===== config.mk =====
export PLATFORM = sky130hd
export DESIGN_NAME = resp_misr_collector
export DESIGN_NICKNAME = d
export VERILOG_FILES = /design/src/rtl/resp_misr_collector.sv
export SDC_FILE = /design/constraint.sdc
export NUM_CORES = 1
export LEC_CHECK = 0
export BUFFER_PORTS_ARGS = -buffer_cell sky130_fd_sc_hd__buf_2
export CORE_MARGIN = 2
export CORE_UTILIZATION = 30
export CTS_CLUSTER_SIZE = 20
export DETAILED_ROUTE_END_ITERATION = 12
export PLACE_DENSITY = 0.62
export SLEW_MARGIN = 20
export SYNTH_ARGS = -nofsm -noshare
export SYNTH_HDL_FRONTEND = slang
export SYNTH_SLANG_ARGS = --single-unit

===== constraint.sdc =====
create_clock -name clk -period 2.6 [get_ports clk]
set_input_delay 0.52 -clock clk [delete_from_list [all_inputs] [get_ports clk]]
set_output_delay 0.52 -clock clk [all_outputs]
set_load 0.02 [all_outputs]

===== src/rtl/resp_misr_collector.sv =====
// resp_misr_collector: folds sampled response vectors into a MISR signature and streams it out byte-serially.
// Ports: clk, rst (async, active-high); start/num_samples begin a run of num_samples absorbs;
// resp_valid/resp_data supply samples; out_valid/out_ready/out_data/out_last carry the signature beats
// (most-significant first); busy is high while collecting or emitting; done pulses after the last beat;
// sample_count reports samples absorbed in the current or last run.
// Define RESP_TRAILER_EN to append sample_count as trailer beats after the signature.
module resp_misr_collector #(
    parameter int             DATA_W = 81,
    parameter int             SIG_W  = 32,
    parameter logic [SIG_W-1:0] POLY = 32'h04C11DB7,
    parameter logic [SIG_W-1:0] SEED = 32'hFFFFFFFF,
    parameter int             OUT_W  = 8,
    parameter int             CNT_W  = 16
) (
    input  logic              clk,
    input  logic              rst,
    input  logic              start,
    input  logic [CNT_W-1:0]  num_samples,
    input  logic              resp_valid,
    input  logic [DATA_W-1:0] resp_data,
    output logic              out_valid,
    input  logic              out_ready,
    output logic [OUT_W-1:0]  out_data,
    output logic              out_last,
    output logic              busy,
    output logic              done,
    output logic [CNT_W-1:0]  sample_count
);
`ifdef RESP_TRAILER_EN
    localparam int NB = SIG_W/OUT_W + CNT_W/OUT_W;
    localparam int EW = SIG_W + CNT_W;
`else
    localparam int NB = SIG_W/OUT_W;
    localparam int EW = SIG_W;
`endif
    localparam int BW  = NB > 1 ? $clog2(NB) : 1;
    localparam int NCH = (DATA_W + SIG_W - 1) / SIG_W;
    localparam int PW  = NCH * SIG_W;

    typedef enum logic [1:0] {IDLE, COLLECT, EMIT} state_t;

    state_t            state, state_n;
    logic [SIG_W-1:0]  sig, sig_n, fold;
    logic [CNT_W-1:0]  target, cnt_n;
    logic [BW-1:0]     beat;
    logic [PW-1:0]     padded;
    logic [EW-1:0]     word, shifted;
    logic              absorb, accept, final_beat;

    // Zero-extend to whole chunks so the top chunk is padded, then XOR all chunks together.
    always_comb begin
        padded = PW'(resp_data);
        fold   = '0;
        for (int i = 0; i < NCH; i++)
            fold = fold ^ padded[i*SIG_W +: SIG_W];
    end

    assign sig_n      = {sig[SIG_W-2:0], 1'b0} ^ (sig[SIG_W-1] ? POLY : '0) ^ fold;
    assign absorb     = state == COLLECT && resp_valid;
    assign accept     = state == EMIT && out_ready;
    assign final_beat = beat == BW'(NB - 1);
    assign cnt_n      = sample_count + 1'b1;

`ifdef RESP_TRAILER_EN
    assign word = {sig, sample_count};
`else
    assign word = sig;
`endif

    always_comb begin
        state_n   = state;
        shifted   = word << (OUT_W * beat);
        out_valid = state == EMIT;
        busy      = state != IDLE;
        out_last  = out_valid && final_beat;
        out_data  = out_valid ? shifted[EW-1 -: OUT_W] : '0;
        if (state == IDLE && start)
            state_n = num_samples != '0 ? COLLECT : EMIT;
        else if (absorb && cnt_n == target)
            state_n = EMIT;
        else if (accept && final_beat)
            state_n = IDLE;
    end

    always_ff @(posedge clk or posedge rst) begin
        if (rst) begin
            state        <= IDLE;
            sig          <= SEED;
            sample_count <= '0;
            target       <= '0;
            beat         <= '0;
            done         <= 1'b0;
        end else begin
            state <= state_n;
            done  <= accept && final_beat;
            if (state == IDLE && start) begin
                target       <= num_samples;
                sig          <= SEED;
                sample_count <= '0;
                beat         <= '0;
            end
            if (absorb) begin
                sig          <= sig_n;
                sample_count <= cnt_n;
            end
            if (accept)
                beat <= final_beat ? '0 : beat + 1'b1;
        end
    end
endmodule


After elaboration in Yosys (flattened, before gate mapping)
Index checks and enable logic that the tools add are counted.
{"block": "word_totals", "out_inout_bits": 28, "elab_cells": 42, "in_bits": 102, "register_bits": 69}
{"block": "op_classes", "n_shift": 1, "add_sub_neg": 2, "n_reduce_logical": 12, "bitwise": 4, "n_eq_ne": 4, "n_mux": 13}
{"cell": "$mux W32", "n": 2}
{"cell": "$xor A32 B32 Y32", "n": 2}
{"cell": "$mux W16", "n": 2}
{"cell": "$shl A32 B5 Y32", "n": 1}
{"cell": "$xor A32 B17 Y32", "n": 1}
{"cell": "$xor A32 B27 Y32", "n": 1}
{"cell": "$mux W27", "n": 1}
{"cell": "$add A16 B1 Y16 const B", "n": 1}
{"cell": "$eq A16 B16 Y1", "n": 1}
{"cell": "$reduce_bool A16 Y1", "n": 1}
{"cell": "$mux W2", "n": 7}
{"cell": "$mux W8", "n": 1}
{"cell": "$logic_and A1 B1 Y1", "n": 6}
{"cell": "$reduce_bool A2 Y1", "n": 3}
{"cell": "$eq A2 B2 Y1 const B", "n": 2}
{"cell": "$reduce_bool A3 Y1", "n": 1}
{"cell": "$add A2 B1 Y2 const B", "n": 1}
{"cell": "$eq A2 B1 Y1 const B", "n": 1}
{"cell": "$logic_not A2 Y1", "n": 1}

Logic depth before layout (Yosys ltp)
{"block": "depth", "ltp_word": 6, "ltp_mapped": 8, "depth_no_buf": 6}

Worst setup path before layout
OpenSTA, ideal clock, no wires.
{"block": "synth_timing", "kind": "reg2out", "startpoint": "reg beat[0]", "endpoint": "out out_data[2]", "n_path_buf": 1, "required_ps": 2080, "stages_incl_launch_ff": 4, "arrival_ps": 1578, "slack_ps": 502, "cell_sequence": "dfrtp_1 > clkbuf_1 > mux4_2 > and2_1"}
{"block": "synth_via", "elab_chain_cells": 2}
{"element": "start: declaration", "line_no": "45", "rtl": "logic [BW-1:0] beat;"}
{"element": "start signal: assignment", "line_no": "107", "rtl": "beat <= final_beat ? '0 : beat + 1'b1;"}
{"element": "$shl A32 B5 Y32", "line_no": "72", "rtl": "shifted = word << (OUT_W * beat);"}
{"element": "$mux W8", "line_no": "76", "rtl": "out_data = out_valid ? shifted[EW-1 -: OUT_W] : '0;"}
{"element": "end: declaration", "line_no": "23", "rtl": "output logic [OUT_W-1:0] out_data,"}
No other way between the ends.

Worst setup path in the final report
{"block": "layout_timing", "startpoint": "reg beat[0]", "endpoint": "out out_data[6]"}
The elaborated chain is that of the path after synthesis.

==> metrics.md <==
| Metric | Value |
|---|---|
| Clk pin slew, worst setup/hold paths | 60 ps |
| Via-per-instance ratio | 4.84 |
| First-pass GRT wire length | 19.2 mm |
| Post-synth cell types | 57 |
| Relative slew slack | 49.6% |
| I/O Pins | 130 |
| Initial DRC Count | 317 |
| CTS buffer count | 9 |
| Pre-Repair DR Iteration Count | 4 |
| Initial antenna violation count | 0 |
| Ant. Diodes | 0 |
| Total Power | 0.00577 W |
| Critical path launch point | beat[0] |
| Worst clock skew | 8.22 ps |
| Ys async rst share | 100% |
| Reg2reg start | sample_count[2] |
| Status | finished clean |
| Max_cap viols | 0 |
| Worst R2R Setup Slack | 420 ps |
| CTS sink count | 69 |
| Commonest non-fill, non-tap cell in the layout | buf_2 |
| Worst slew pin tran | 755 ps |
| Final Hold Vio Count | 0 |
| Worst Path Required | 2080 ps |
| Die Ht | 127 µm |
| Number of global-route vias before repair | 3,711 |
| Maximum clock path buffer count | 2 |
| Post-synth top flop | dfrtp_1 |
| CP Launch Type | flip-flop |
| Syn_area_per_cell | 10.1 µm² |
| Dpl cell area | 5330 µm² |
| Reg-to-Reg End | state[1] |
| Initial Util | 30.3% |
| Synth top area cells | dfrtp_1, dfstp_2, xnor2_1 |
| DPL Wire Length | 9.07 mm |
| RSZ-0062 raised after global routing | no |
| CTS resizes | 0 |
| Top cell type's share of synthesized area | 20.3% |
| PwrDens | 1020 nW/µm² |
| Clock Latency Late Sink | 340 ps |
| CP Capture Point | out_data[6] |
| Final Wtd Congestion | 0.892 |
| Clk root buf | clkbuf_16 |
| Final Util | 37.5% |
| Final net count | 672 |
| Most frequent cells in the layout | buf_2, xnor2_1, nor2_1, dfrtp_1, a21oi_1 |
| Cell taking the most area after synthesis | dfrtp_1 |
| Final setup TNS | 0 ps |
| Largest net degree at the start of global routing | 39 |
| Non-Filler Instances | 761 |
| # DRC | 0 |
| Period minus WS final | 2450 ps |
| FF+latch count, synth | 69 |
| Setup CP Type | reg -> out |
| CTS tree | built |
| Register area share after synthesis | 38.8% |
| Die Wd | 127 µm |
| Remaining Overflow, GRT | 0 |
| Fmax | 408 MHz |
| Design area | 5640 µm² |
| Worst Path Max Fanout | 11 |
| Core area | 15,000 µm² |
| Total wire length | 11.9 mm |
| Setup violations, final | 0 |
| Cell Rows | 45 |
| Leakage | 2.36 nW |
| Final Max Tran Viols | 0 |
| Layout cells sized above 1 | 39.4% |
| Die area | 16,200 µm² |
| Final ANT Viol Nets | 0 |
| Layout Area Growth over Synthesis | 23.9% |
| Crit. End Element | output port |
| Port-buffer cells | 129 |
| Total GRT Usage | 15.2% |
| Inst Count DP | 745 |
| Post-CTS Hold Fix Bufs | 0 |
| CTS H-tree lvls | 3 |
| WP data arrival | 1930 ps |
| Mapped Nets | 553 |
| Post-synth EDFFs | 0 |
| Post CTS Setup Buffer Count | 0 |
| VDD IR-drop max | 444 µV |
| Tcrit/Tclk final | 94.2% |
| Wire per inst | 15.6 µm |
| R2R depth | 5 |
| Yosys synthesis warning count | 0 |
| Vias post-DR | 3,681 |
| Mapped Cells | 449 |
| Synthesized cell area | 4550 µm² |
| Hold Path Class | in -> async |
==> worst max-delay path: stages (launching register included) <==
cell and delay (ps):
dfrtp_1 690, mux4_2 580, and2_1 160, buf_2 150
==> power by group <==
part	switching (W)	internal (W)	total (W)
logic	0.00110	0.00121	0.00231
clock network	0.000484	0.000801	0.00129
registers	0.000517	0.00165	0.00217
total	0.00211	0.00366	0.00577
==> cell type report <==
type                    instances  area, µm²
repair buffers                136        711
well taps                     188        235
clock buffers                  11        254
inverters                       6       22.5
multi-input cells             346       2590
flip-flops and latches         69       1770
fillers                      1492       9390
clock inverters                 5       57.6
==> sequential cells by signal, summed over array words and instances (netlist names) <==
name and flops:
target 16, beat 2, sig 32, done 1, state 2, sample_count 16
==> synth_stat cells (3+ instances only) <==
cell type and instances:
a21oi_1 35, and2_1 10, buf_6 4, clkbuf_1 16, clkbuf_8 3, dfrtp_1 37
dfstp_2 32, inv_1 6, mux2_2 15, mux4_2 8, nand2_1 24, nand3_1 5
nand4_1 4, nor2_1 42, nor3_1 4, nor4_1 8, o21ai_0 21, o31ai_1 4
or2_2 3, xnor2_1 89, xor2_1 28
==> through the flow <==
step | worst slack, ps | hold WS (ps)
final | 151 | 313
after global routing | 7.32 | 375
after CTS | 84.6 | 345
after detailed placement | 420 | 512
after global placement | 496 | 506
after floorplan | 393 | 493
==> worst min path at each step <==
stage,startpoint,to
2_1_floorplan,sig[10],sig[10]
3_3_place_gp,sig[17],sig[17]
3_5_place_dp,sig[18],sig[18]
4_1_cts,rst,target[2]
5_1_grt,rst,sample_count[0]
6_report,rst,sample_count[5]
==> cells by family after synthesis <==
family / Yosys count / synth area share (%)
AOI/OAI and AO/OA: 81 / 11.1
xor gates and xnor gates: 117 / 22.5
adders and majority gates: 2 / 0.550
buffers and inverters: 34 / 4.31
DFF: 69 / 38.8
muxes: 24 / 7.89
and+or+nand+nor: 122 / 14.8
==> per-layer routing <==
layer,global-route usage [%],vias up,routed length (µm)
met5,0,-,0
met4,6.01,0,259
met3,3.73,16,530
met2,24.5,99,5760
met1,19.8,1779,5300
li1,-,1787,-
(Power assumes the default switching activity.)
